**src/rtl/usb2_vreq_sched.sv**
```systemverilog
// rtl/usb2_vreq_sched.sv - EP0 vendor-request queue with one-hot command dispatch,
// per-command completion timeout and sticky overflow/timeout error reporting.
module usb2_vreq_sched #(
  parameter int DEPTH   = 4,
  parameter int TIMEOUT = 4096
) (
  input  logic        phy_clk,
  input  logic        reset,
  input  logic        vend_req_act,
  input  logic [7:0]  vend_req_request,
  input  logic [15:0] vend_req_val,
  input  logic        flush,
  output logic [3:0]  cmd_valid,
  output logic [7:0]  cmd_request,
  output logic [15:0] cmd_val,
  input  logic [3:0]  cmd_done,
  output logic        busy,
  output logic        err_overflow,
  output logic        err_timeout,
  output logic [7:0]  drop_cnt,
  input  logic        err_clear
);

  localparam int          AW       = $clog2(DEPTH);
  localparam logic [AW:0] FULL_CNT = (AW+1)'(DEPTH);
  localparam logic [15:0] TMO_LAST = 16'(TIMEOUT - 1);

  typedef enum logic [1:0] {IDLE, ISSUE, WAIT} state_t;

  state_t        state_q, state_d;
  logic          act_q;
  logic [AW-1:0] wr_ptr_q, wr_ptr_d, rd_ptr_q, rd_ptr_d;
  logic [AW:0]   cnt_q, cnt_d;
  logic [23:0]   mem_q [DEPTH];
  logic [1:0]    tgt_q, tgt_d;
  logic [7:0]    req_q, req_d;
  logic [15:0]   val_q, val_d;
  logic [3:0]    valid_q, valid_d;
  logic [15:0]   tmo_q, tmo_d;
  logic          ovf_q, ovf_d, terr_q, terr_d;
  logic [7:0]    drop_q, drop_d;

  logic          req_edge, full, pop, push, drop, tmo_hit;

  assign req_edge = vend_req_act & ~act_q;
  assign full     = (cnt_q == FULL_CNT);
  // A pop in the same cycle frees the slot, so a full queue still accepts.
  assign push     = req_edge & ~flush & (~full | pop);
  assign drop     = req_edge & ~flush & full & ~pop;

  always_comb begin
    state_d = state_q;
    tgt_d   = tgt_q;
    req_d   = req_q;
    val_d   = val_q;
    valid_d = valid_q;
    tmo_d   = tmo_q;
    pop     = 1'b0;
    tmo_hit = 1'b0;
    if (flush) begin
      state_d = IDLE;
      valid_d = 4'b0000;
      tmo_d   = 16'd0;
    end else begin
      case (state_q)
        IDLE: begin
          if (cnt_q != '0) begin
            pop     = 1'b1;
            req_d   = mem_q[rd_ptr_q][23:16];
            val_d   = mem_q[rd_ptr_q][15:0];
            tgt_d   = mem_q[rd_ptr_q][23:22];
            tmo_d   = 16'd0;
            state_d = ISSUE;
          end
        end
        ISSUE: begin
          valid_d = 4'b0001 << tgt_q;
          state_d = WAIT;
        end
        WAIT: begin
          if (cmd_done[tgt_q]) begin
            valid_d = 4'b0000;
            state_d = IDLE;
          end else if (tmo_q == TMO_LAST) begin
            valid_d = 4'b0000;
            tmo_hit = 1'b1;
            state_d = IDLE;
          end else begin
            tmo_d = tmo_q + 16'd1;
          end
        end
        default: begin
          valid_d = 4'b0000;
          state_d = IDLE;
        end
      endcase
    end
  end

  always_comb begin
    wr_ptr_d = wr_ptr_q;
    rd_ptr_d = rd_ptr_q;
    cnt_d    = cnt_q;
    if (flush) begin
      wr_ptr_d = '0;
      rd_ptr_d = '0;
      cnt_d    = '0;
    end else begin
      if (push) wr_ptr_d = wr_ptr_q + AW'(1);
      if (pop)  rd_ptr_d = rd_ptr_q + AW'(1);
      if (push && !pop)      cnt_d = cnt_q + (AW+1)'(1);
      else if (pop && !push) cnt_d = cnt_q - (AW+1)'(1);
    end
  end

  // Clearing wins over a same-cycle error so software never loses a clear.
  always_comb begin
    ovf_d  = err_clear ? 1'b0 : (ovf_q | drop);
    terr_d = err_clear ? 1'b0 : (terr_q | tmo_hit);
    drop_d = drop_q;
    if (err_clear)                   drop_d = 8'd0;
    else if (drop && drop_q != 8'hFF) drop_d = drop_q + 8'd1;
  end

  always_ff @(posedge phy_clk or posedge reset) begin
    if (reset) begin
      state_q  <= IDLE;
      act_q    <= 1'b0;
      wr_ptr_q <= '0;
      rd_ptr_q <= '0;
      cnt_q    <= '0;
      tgt_q    <= 2'd0;
      req_q    <= 8'd0;
      val_q    <= 16'd0;
      valid_q  <= 4'b0000;
      tmo_q    <= 16'd0;
      ovf_q    <= 1'b0;
      terr_q   <= 1'b0;
      drop_q   <= 8'd0;
    end else begin
      state_q  <= state_d;
      act_q    <= vend_req_act;
      wr_ptr_q <= wr_ptr_d;
      rd_ptr_q <= rd_ptr_d;
      cnt_q    <= cnt_d;
      tgt_q    <= tgt_d;
      req_q    <= req_d;
      val_q    <= val_d;
      valid_q  <= valid_d;
      tmo_q    <= tmo_d;
      ovf_q    <= ovf_d;
      terr_q   <= terr_d;
      drop_q   <= drop_d;
    end
  end

  always_ff @(posedge phy_clk) begin
    if (push) mem_q[wr_ptr_q] <= {vend_req_request, vend_req_val};
  end

  assign cmd_valid    = valid_q;
  assign cmd_request  = req_q;
  assign cmd_val      = val_q;
  assign busy         = (cnt_q != '0) | (state_q != IDLE);
  assign err_overflow = ovf_q;
  assign err_timeout  = terr_q;
  assign drop_cnt     = drop_q;

endmodule
```
**config.mk**
```make
export PLATFORM = sky130hd
export DESIGN_NAME = usb2_vreq_sched
export DESIGN_NICKNAME = d
export VERILOG_FILES = /design/src/rtl/usb2_vreq_sched.sv
export SDC_FILE = /design/constraint.sdc
export NUM_CORES = 1
export LEC_CHECK = 0
export BUFFER_PORTS_ARGS = -buffer_cell sky130_fd_sc_hd__buf_4
export CAP_MARGIN = 10
export CORE_ASPECT_RATIO = 1.1
export CORE_MARGIN = 5
export CORE_UTILIZATION = 63
export DETAILED_ROUTE_END_ITERATION = 10
export GPL_TIMING_DRIVEN = 0
export PLACE_DENSITY = 0.83
export SYNTH_ARGS = -nofsm -noshare
export SYNTH_HDL_FRONTEND = slang
export SYNTH_SLANG_ARGS = --single-unit
```
**constraint.sdc**
```tcl
create_clock -name phy_clk -period 7.7 [get_ports phy_clk]
set_input_delay 1.54 -clock phy_clk [delete_from_list [all_inputs] [get_ports phy_clk]]
set_output_delay 1.54 -clock phy_clk [all_outputs]
set_load 0.01 [all_outputs]
```
# After elaboration in Yosys (flattened, before gate mapping)
# Memories as Yosys holds them, arrays and structs flattened.
# Index checks and enable logic that the tools add are counted.
# totals
memories	1
out_inout_bits	39
word_cells	98
ff_bits	66
mem_bits_rw	96
input_bits	33
# op_classes
magnitude_cmp	1
reduce_logical	17
n_bitwise	13
shifts	1
n_addsub	6
n_mux	36
eq_ne	10
# memory_table
memory	depth	width	rd	rd_ports_with_merged_regs	wr	line_no	rtl
mem_q	4	24	1	0	1	34	logic [23:0] mem_q [DEPTH];
# ops
operator	count
2-to-1 mux 16 bit	4
one-hot mux 16 bit (2 select lines)	1
adder 16 x 1 -> 16 bit (second input constant)	1
== test 16 x 12 -> 1 bit (second input constant)	1
2-to-1 mux 2 bit	8
2-to-1 mux 8 bit	2
2-to-1 mux 1 bit	12
2-to-1 mux 4 bit	3
one-hot mux 4 bit (3 select lines)	1
2-to-1 mux 3 bit	3
inequality test 3 bit (second input constant)	3
nonzero test 3 bit	3
adder 8 x 1 -> 8 bit (second input constant)	1
inequality test 8 bit (second input constant)	1
nonzero test 2 bit	4
one-hot mux 2 bit (3 select lines)	1
AND 1 bit	5
adder 2 x 1 -> 2 bit (second input constant)	2
inequality test 4 bit (second input constant)	1
inverter 1 bit	4
OR 1 bit	4
AND reduction 2 bit	2
AND reduction 4 bit	1
left shift 1 x 2 -> 4 bit (first input constant)	1
other kinds (12)	15

# Depth between registers and ports, before layout
# Gate-level depths: netlist (run 1).
# logic_depth
word_depth	11
depth_mapped	8
ltp_nobuf	7

# Worst setup path before layout (run 1)
# OpenSTA, ideal clock, no wires.
# synth_timing
path_type	in2reg
start	in flush
end	mem mem_q[0][0] (enable)
n_path_buf	1
t_arrival_ns	3.271
path_stages	4
t_required_ns	7.295
setup_time_ns	0.405
slack_ns	4.024
cell_sequence	or3_1 > a21bo_2 > buf_2 > nor2_1
# synth_via
elab_chain_len	5
word_cells_on_any_way	7
classes_between	mux (3); bitwise (4)
# synth_lines
item	line_no	rtl
start: declaration	12	input logic flush,
2-to-1 mux 1 bit or inverter 1 bit (tied branches)	n/a	
OR 1 bit or AND 1 bit (tied branches)	48	assign push = req_edge & ~flush & (~full | pop);
AND 1 bit (*)	48	
2-to-1 mux 1 bit (*)	158	if (push) mem_q[wr_ptr_q] <= {vend_req_request, vend_req_val};
2-to-1 mux 1 bit (implied by the code) (*)	158	
end: declaration	34	
# Every way passes the cells marked *; elsewhere a longest branch is shown, timed or not.

# Final worst setup path (run 1)
# layout_timing
start	reg cnt_q[0]
end	out busy
# layout_via
elab_chain_len	2
# layout_lines
item	line_no	rtl
start: declaration	33	logic [AW:0] cnt_q, cnt_d;
start signal: assignment	145	cnt_q <= cnt_d;
nonzero test 3 bit	164	assign busy = (cnt_q != '0) | (state_q != IDLE);
OR 1 bit	164	
end: declaration	17	output logic busy,
# No other way between the ends.

==> flow_summary.ini, run 1 <==
[run_status]
status = finished, final reports clean

[setup_path]
cp-end-kind = primary output
r2r-start = state_q[1]
arrival_ps = 1860
rrSetupSlack_ps = 5270
critPathRequiredTime_ps = 6160
r2r_end = mem_q[2][11]
critPathKind = reg2out
crit_path_start_kind = register
ff2ff_path_depth = 5
crit_start = cnt_q[0]
cp_max_fo = 7
critPathCapture = busy

[timing]
min_period_ps = 3398
finalSetupViolCount = 0
max_freq_mhz = 294.3
period_share_pct = 44.13
fin_skew_ps = 9.462
drv_slew = 0
finalHoldViolCount = 0
slew_headroom_pct = 44.67
worst_pin_slew_ps = 829.9
tns_ps = 0
rsz0062_at_grt = no
hold_slack_ps = 511.2

[power]
p_per_area_nw_per_um2 = 320.5
switchingPower_w = 0.0007312
p_clk_share_pct = 33.7
swShare_pct = 28.32
max-vdd-ir-drop_mv = 0.2058
p_leak_nw = 3.013
p_int_w = 0.001850
seqPwrFrac_pct = 41.9
power_w = 0.002582
p_comb_share_pct = 24.4

[finish]
drive_above_1_share_pct = 34.03
nets = 556
instances_no_fill = 672
multi_input_area_um2 = 1997
syn2layout_area_growth_pct = 21.38
antenna_cells = 0
design_area_um2 = 8054
nFillCells = 573
register_area_um2 = 4484

[floorplanning]
fp.coreArea_um2 = 10340
fp.dieH_um = 117.6
num_rows = 39
initial_core_util_pct = 64.14
io-pin-count = 72
die_x_um = 107.9
die_area_um2 = 12690

[routing]
viasPerCell = 6.061
num_vias = 4073
ant_nets = 0
wire_per_inst_um = 20.56
drt_first_pass_iters = 4
wl_um = 13820
route.detailed.drc = 0
first_iter_violations = 281

[synthesis]
netlist_instances = 422
synth_cell_types = 42
async_flop_share_pct = 40.00
synth_seq_cells = 160
synth_top_area_share_pct = 43.45
synthTopCellsByCount = edfxtp_1, dfrtp_1, mux2_2
yosys_most_used_dff = edfxtp_1
synth.area.top_cells = edfxtp_1, dfrtp_1, mux4_2
synth_edf_count = 96
synth_area_leader_cell = edfxtp_1
synth_area_um2 = 6635
synthesis.nets = 462
syn_area_per_cell_um2 = 15.72
synth_most_common_cell = edfxtp_1
ys_warn_count = 0
yosysSeqAreaShare_pct = 67.58

[placement]
gp_congestion = 0.8229
place_area_um2 = 7445
dp_hpwl_um = 8348
port_buffers = 71
dp.cells = 640

[clock_network]
cts.reportedPaths.clkPinSlew_ps = 70
cts_tree = done
cts_resized = 0
clock_path_buffers = 2
cts_buffers = 17
cts_max_level = 4
cts.sinks = 160
clock-root-buffer = clkbuf_16
hold_buffers = 0
post_cts_buffers = 0
clock_latency_ps = 420

[global_routing]
grt_max_degree = 65
grt_pass1_wl_um = 22410
antenna_found_initial = 0
track_usage_pct = 23.38
overflow = 0
grt_pass1_vias = 4232

[min_path]
hp-class = reg2reg

[job]
maxCapViolCount = 0
-- state kept, by name (all words and copies together), names as in the netlist --
| signal | count |
|---|---|
| act_q | 1 |
| cmd_request | 6 |
| cmd_val | 16 |
| cmd_valid | 4 |
| cnt_q | 3 |
| drop_cnt | 8 |
| err_overflow | 1 |
| err_timeout | 1 |
| mem_q | 96 |
| rd_ptr_q | 2 |
| state_q | 2 |
| tgt_q | 2 |
| tmo_q | 16 |
| wr_ptr_q | 2 |
-- power groups by stage --
stage	clock network [W]	logic, W	registers [W]
floorplan	0	0.000364	0.00111
CTS	0.000875	0.000639	0.00108
detailed placement	0	0.000626	0.00109
finish	0.000869	0.000631	0.00108
global placement	0	0.000594	0.00109
global route	0.000924	0.000684	0.00109
-- cell type report --
cell class / instances / area share (%)
multi-input combinational: 225 / 24.79
timing repair buffer: 75 / 7.674
sequential: 160 / 55.68
buffer: 21 / 1.289
clock inverter: 13 / 2.190
inverter: 16 / 0.7768
clock buffer: 19 / 5.375
tap: 143 / 2.222
-- critical path, stage by stage, from the launching register on --
cell,delay (ps)
dfrtp_1,400
or3_1,350
clkbuf_1,180
or3_1,350
buf_4,160
-- layer usage --
| metal | track usage, % | vias up | wire length, um |
|---|---|---|---|
| met3 | 6.034 | 27 | 728 |
| met2 | 38.57 | 134 | 7165 |
| li1 | - | 1833 | - |
| met5 | 0 | - | 0 |
| met1 | 30.79 | 2079 | 5617 |
| met4 | 6.867 | 0 | 306 |
-- cell usage in the layout (no fill, tap or decap), types with 5 or more instances in the layout --
cell / Yosys / routed
inv_1: 16 / 15
nor2_2: 1 / 5
or4_1: 13 / 13
ha_1: 6 / 6
clkbuf_16: 0 / 17
edfxtp_1: 96 / 96
nand4_1: 6 / 6
buf_2: 8 / 8
a21oi_1: 23 / 23
mux4_2: 24 / 24
o31ai_1: 12 / 12
or3_1: 8 / 8
nor2_1: 19 / 15
nand3_1: 14 / 14
and4_1: 7 / 7
mux2_2: 32 / 32
nor4_1: 5 / 5
buf_4: 2 / 73
clkbuf_1: 9 / 11
dfrtp_1: 64 / 64
nand2_1: 13 / 13
-- kinds of logic after synthesis --
family                   Yosys count  synth area share (%)
flip-flops                       160                 67.58
AND/OR/NAND/NOR                  102                 8.731
multiplexers                      60                 14.18
AO/OA/AOI/OAI                     53                 5.205
buffers and inverters             37                 2.470
adder cells (fa/ha/maj)            7                 1.433
XOR/XNOR                           3                0.3961
-- worst min path at each step --
stage              startpoint              to  slack [ps]  cells past startpoint
2_1_floorplan        tmo_q[7]        tmo_q[7]         510                      2
3_3_place_gp     err_overflow    err_overflow         490                      2
3_5_place_dp   cmd_request[2]  cmd_request[2]         500                      1
4_1_cts           cmd_val[11]     cmd_val[11]         510                      1
5_1_grt           cmd_val[11]     cmd_val[11]         530                      1
6_report          cmd_val[11]     cmd_val[11]         510                      1
-- metrics by stage --
| stage | util (%) | setup WS (ps) |
|---|---|---|
| after floorplan | - | 4024 |
| after global placement | 71.02 | 3054 |
| after detailed placement | 71.96 | 4071 |
| after CTS | 77.85 | 4295 |
| after global routing | 77.85 | 4194 |
| final | 77.85 | 4302 |
(Power assumes the default switching activity.)
==> run 2: changes to the inputs <==
--- a/config.mk
+++ b/config.mk
@@ -9,10 +9,10 @@
 export CAP_MARGIN = 10
 export CORE_ASPECT_RATIO = 1.1
 export CORE_MARGIN = 5
-export CORE_UTILIZATION = 63
+export CORE_UTILIZATION = 53
 export DETAILED_ROUTE_END_ITERATION = 10
 export GPL_TIMING_DRIVEN = 0
-export PLACE_DENSITY = 0.83
+export PLACE_DENSITY = 0.74
 export SYNTH_ARGS = -nofsm -noshare
 export SYNTH_HDL_FRONTEND = slang
 export SYNTH_SLANG_ARGS = --single-unit
==> constraint.sdc (replaced) <==
create_clock -name phy_clk -period 2.88 [get_ports phy_clk]
set_input_delay 0.576 -clock phy_clk [delete_from_list [all_inputs] [get_ports phy_clk]]
set_output_delay 0.576 -clock phy_clk [all_outputs]
set_load 0.01 [all_outputs]
==> run 2 against run 1 <==
Effect of this change:
- clock-buffer cell count increased by 1
- cell count increased by 1.0%
- total power rose to 2.6 times the previous value
- register-to-register slack worse by 4900 ps
- final area is 0.89% lower
==> flow_summary.ini, run 2 (synthesis gave the netlist of run 1 again) <==
[run_status]
status = finished, final reports clean

[placement]
port_buffers = 71
gp_congestion = 0.8682
dp_hpwl_um = 8385

[global_routing]
grt_pass1_wl_um = 21370
antenna_found_initial = 0
overflow = 0
grt_max_degree = 65
grt_pass1_vias = 4177
track_usage_pct = 18.99

[floorplanning]
initial_core_util_pct = 54.66
die_x_um = 116.7
fp.coreArea_um2 = 12140
io-pin-count = 72
die_area_um2 = 14860
fp.dieH_um = 127.4
num_rows = 42

[timing]
rsz0062_at_grt = no
slew_headroom_pct = 41.95
hold_slack_ps = 267.2
period_share_pct = 86.59
max_freq_mhz = 401.0
finalHoldViolCount = 0
drv_slew = 0
worst_pin_slew_ps = 868.8
min_period_ps = 2494
finalSetupViolCount = 0
fin_skew_ps = 7.634

[finish]
top_register = mem_q
syn2layout_area_growth_pct = 20.31
final_common_cell = edfxtp_1
most-common-layout-cells = edfxtp_1, buf_4, dfrtp_1
drive_above_1_share_pct = 33.71
antenna_cells = 0
nets = 552
largest_reg_flops = 96

[setup_path]
crit_path_start_kind = register
critPathCapture = cnt_q[2]
r2r_end = cnt_q[2]
slowest_delay_ps = 400
critPathRequiredTime_ps = 3180
arrival_ps = 2800
path_cells = nor3b_1 -> a21bo_2 -> buf_2 -> a21oi_1 -> fa_1 -> and3_1 -> mux2i_1 -> mux2_2
cp-end-kind = register
slowest_stage = dfrtp_1
rrSetupSlack_ps = 390
crit_start = cnt_q[0]
ff2ff_path_depth = 8
critPathKind = reg2reg
r2r-start = cnt_q[0]
cp_max_fo = 10

[routing]
num_vias = 3972
first_iter_violations = 224
ant_nets = 0
wire_per_inst_um = 19.31
wl_um = 13110
viasPerCell = 5.850
route.detailed.drc = 0
drt_first_pass_iters = 5

[clock_network]
clock-root-buffer = clkbuf_16
cts.sinks = 160
cts_tree = done
hold_buffers = 0
cts_max_level = 4
cts_buffers = 17
cts_resized = 0
clock_path_buffers = 2
post_cts_buffers = 0
cts.reportedPaths.clkPinSlew_ps = 60
clock_latency_ps = 420

[min_path]
hp-class = in2reg
holdPathStages = 1

[power]
max-vdd-ir-drop_mv = 0.6520
p_per_area_nw_per_um2 = 844.1
p_leak_nw = 2.973
power_w = 0.006738

[job]
maxCapViolCount = 0
==> run 2: cell types whose count changed in the layout (fill, tap and decap cells not counted) <==
cell,delta
nor2_2,-4
nor2_4,+4
clkinv_2,+3
buf_16,-2
buf_8,-2
clkbuf_8,+2
bufinv_16,-1
clkbuf_1,-1
clkinv_4,-1
inv_6,-1
inv_8,-1
==> run 2: final cells by class <==
type / instances / area, um^2
inverters: 16 / 62.56
fillers: 852 / 4156
plain buffers: 21 / 103.9
repair buffers: 71 / 533.0
flip-flops and latches: 160 / 4484
well taps: 154 / 192.7
multi-input cells: 225 / 2017
clock buffers: 20 / 456.7
clock inverters: 12 / 132.6
==> run 2: worst min path at each step <==
stage                      start      endpoint  slack (ps)
global route        vend_req_act         act_q         250
floorplan               tmo_q[7]      tmo_q[7]         510
CTS                 vend_req_act         act_q         250
global placement    err_overflow  err_overflow         490
finish              vend_req_act         act_q         270
detailed placement    cmd_val[8]    cmd_val[8]         500
==> run 2: per-stage QoR <==
| step | std cells | utilization [%] | instance area (um^2) | TNS (ps) | worst slack (ps) |
|---|---|---|---|---|---|
| after floorplan | 422 | - | 6635 | 0 | 167.8 |
| after global placement | 647 | 60.64 | 7361 | -106680 | -930.3 |
| after detailed placement | 647 | 60.91 | 7393 | 0 | 235.1 |
| after global routing | 679 | 65.76 | 7983 | 0 | 172.3 |
| final | 679 | 65.76 | 7983 | 0 | 386.2 |
| after CTS | 679 | 65.76 | 7983 | 0 | 383.5 |
==> run 2: report_power, final <==
part	switching [W]	internal (W)
Combinational	0.000780	0.000856
Clock	0.000893	0.00133
Sequential	0.000185	0.00270
==> run 2: worst max-delay path: cells and delay by family, from the launching register on <==
kind	cells	cell delay, ps
multiplexers	2	510
adder cells (fa/ha/maj)	1	400
buffers and inverters	1	290
flip-flops	1	400
AND/OR/NAND/NOR	2	500
AO/OA/AOI/OAI	2	290
==> run 2: per-layer routing <==
layer / share of wire [%] / vias up / GRT usage [%] / routed length, um
li1: - / 1831 / - / -
met1: 41 / 2013 / 23.71 / 5427
met2: 51 / 110 / 31.67 / 6690
met3: 5.9 / 18 / 5.487 / 768
met4: 1.7 / 0 / 6.613 / 223
met5: 0 / - / 0 / 0
==> run 3: changes to the inputs <==
--- a/config.mk
+++ b/config.mk
@@ -10,8 +10,10 @@
 export CORE_ASPECT_RATIO = 1.1
 export CORE_MARGIN = 5
 export CORE_UTILIZATION = 53
+export CTS_CLUSTER_DIAMETER = 40
 export DETAILED_ROUTE_END_ITERATION = 10
 export GPL_TIMING_DRIVEN = 0
+export MAX_ROUTING_LAYER = met4
 export PLACE_DENSITY = 0.74
 export SYNTH_ARGS = -nofsm -noshare
 export SYNTH_HDL_FRONTEND = slang
==> run 3 against run 2 <==
Effect of this change:
- clock skew about the same
- global-route usage up 0.55 points
- register-to-register slack about the same
- critical path depth unchanged
- highest routed layer unchanged
- clock power about the same
- total power about the same
- final area unchanged
- die area unchanged
- clock-buffer cell count unchanged
- first-iteration DRC count down 6.7%
- critical endpoint unchanged
- non-clock buffer count unchanged
- core utilization unchanged
==> flow_summary.ini, run 3 (synthesis gave the netlist of run 1 again) <==
[placement]
gp_congestion = 0.8823
dp.cells = 647
dp_hpwl_um = 8385
place_area_um2 = 7393
port_buffers = 71

[clock_network]
clock-root-buffer = clkbuf_16
clock_path_buffers = 2
cts.sinks = 160
post_cts_buffers = 0
hold_buffers = 0
cts_buffers = 17
cts_tree = done
clock_latency_ps = 420
cts_max_level = 4
cts_resized = 0
cts.reportedPaths.clkPinSlew_ps = 60

[timing]
max_freq_mhz = 401.5
period_share_pct = 86.49
finalHoldViolCount = 0
finalSetupViolCount = 0
hold_slack_ps = 266.1
slew_headroom_pct = 41.86
worst_pin_slew_ps = 870.0
rsz0062_at_grt = no
tns_ps = 0
min_period_ps = 2491
drv_slew = 0
fin_skew_ps = 7.719

[setup_path]
arrival_ps = 2790
slowest_stage = dfrtp_1
critPathKind = reg2reg
path_cells = nor3b_1 -> a21bo_2 -> buf_2 -> a21oi_1 -> fa_1 -> and3_1 -> mux2i_1 -> mux2_2
critPathRequiredTime_ps = 3180
cp_top_family = multiplexers
path_buf_inv = 1
cp-end-kind = register
slowest_delay_ps = 400
crit_path_start_kind = register
cp_max_fo = 10

[global_routing]
antenna_found_initial = 0
grt_max_degree = 65
grt_pass1_wl_um = 21330
overflow = 0
grt_pass1_vias = 4171
track_usage_pct = 19.54

[routing]
topRoutingLayerUsed = met4
wirelength_met1_um = 5387
wl_met3_um = 757
drt_first_pass_iters = 4
route.detailed.drc = 0
first_iter_violations = 209
ant_nets = 0
met2_length_um = 6743
viasPerCell = 5.845
wire_per_inst_um = 19.26
wl_um = 13080
num_vias = 3969

[finish]
design_area_um2 = 7983
drive_above_1_share_pct = 33.71
antenna_cells = 0
instances_no_fill = 679
top_register = mem_q
final_common_cell = edfxtp_1
most-common-layout-cells = edfxtp_1, buf_4, dfrtp_1
nets = 552
largest_reg_flops = 96
syn2layout_area_growth_pct = 20.31

[power]
power_w = 0.006737
swShare_pct = 27.57
max-vdd-ir-drop_mv = 0.6567
seqPwrFrac_pct = 42.8
p_per_area_nw_per_um2 = 844.0
p_int_w = 0.004880
p_clk_share_pct = 32.9
p_leak_nw = 2.973
p_comb_share_pct = 24.3
switchingPower_w = 0.001857

[floorplanning]
fp.coreArea_um2 = 12140
io-pin-count = 72
fp.dieH_um = 127.4
die_x_um = 116.7
die_area_um2 = 14860
initial_core_util_pct = 54.66
num_rows = 42

[job]
maxCapViolCount = 0

[run_status]
status = finished, final reports clean

[min_path]
hp-class = in2reg
==> run 3: area by class of cell <==
class                   instances  area [um^2]
inverters                      16        62.56
plain buffers                  21        103.9
repair buffers                 71        533.0
clock inverters                12        132.6
clock buffers                  20        456.7
flip-flops and latches        160         4484
fillers                       852         4156
multi-input cells             225         2017
well taps                     154        192.7
==> run 3: stage by stage <==
stage | util [%] | setup WS, ps
floorplan | - | 167.8
global placement | 60.64 | -930.3
detailed placement | 60.91 | 235.1
CTS | 65.76 | 383.5
global route | 65.76 | 172.3
finish | 65.76 | 389.2
==> run 3: worst register-to-register path, stage by stage (launching register included) <==
cell,delay [ps]
dfrtp_1,400
nor3b_1,340
a21bo_2,190
buf_2,290
a21oi_1,100
fa_1,400
and3_1,160
mux2i_1,160
mux2_2,350
==> run 3: metal layers <==
| metal | GRT usage (%) | vias up |
|---|---|---|
| met1 | 23.68 | 2014 |
| met4 | 6.410 | 0 |
| met5 | - | - |
| met2 | 31.70 | 113 |
| li1 | - | 1826 |
| met3 | 5.582 | 16 |
==> run 3: power groups by stage <==
| stage | logic [W] | registers, W | clock network, W |
|---|---|---|---|
| after floorplan | 0.000974 | 0.00296 | 0 |
| after global placement | 0.00161 | 0.00291 | 0 |
| after detailed placement | 0.00166 | 0.00292 | 0 |
| after CTS | 0.00167 | 0.00288 | 0.00225 |
| after global routing | 0.00178 | 0.00291 | 0.00237 |
| final | 0.00163 | 0.00288 | 0.00222 |
==> run 3: worst paths after layout <==
path                       depth (start not counted)           end  slack [ps]          from
max                                                8      cnt_q[2]         390      cnt_q[0]
min                                                1         act_q         270  vend_req_act
max reg2reg                                        8      cnt_q[2]         390      cnt_q[0]
min reg2reg                                        2  err_overflow         500  err_overflow
max in group asynchronous                          2    cmd_val[9]        1980         reset
min in group asynchronous                          2    cmd_val[6]         320         reset
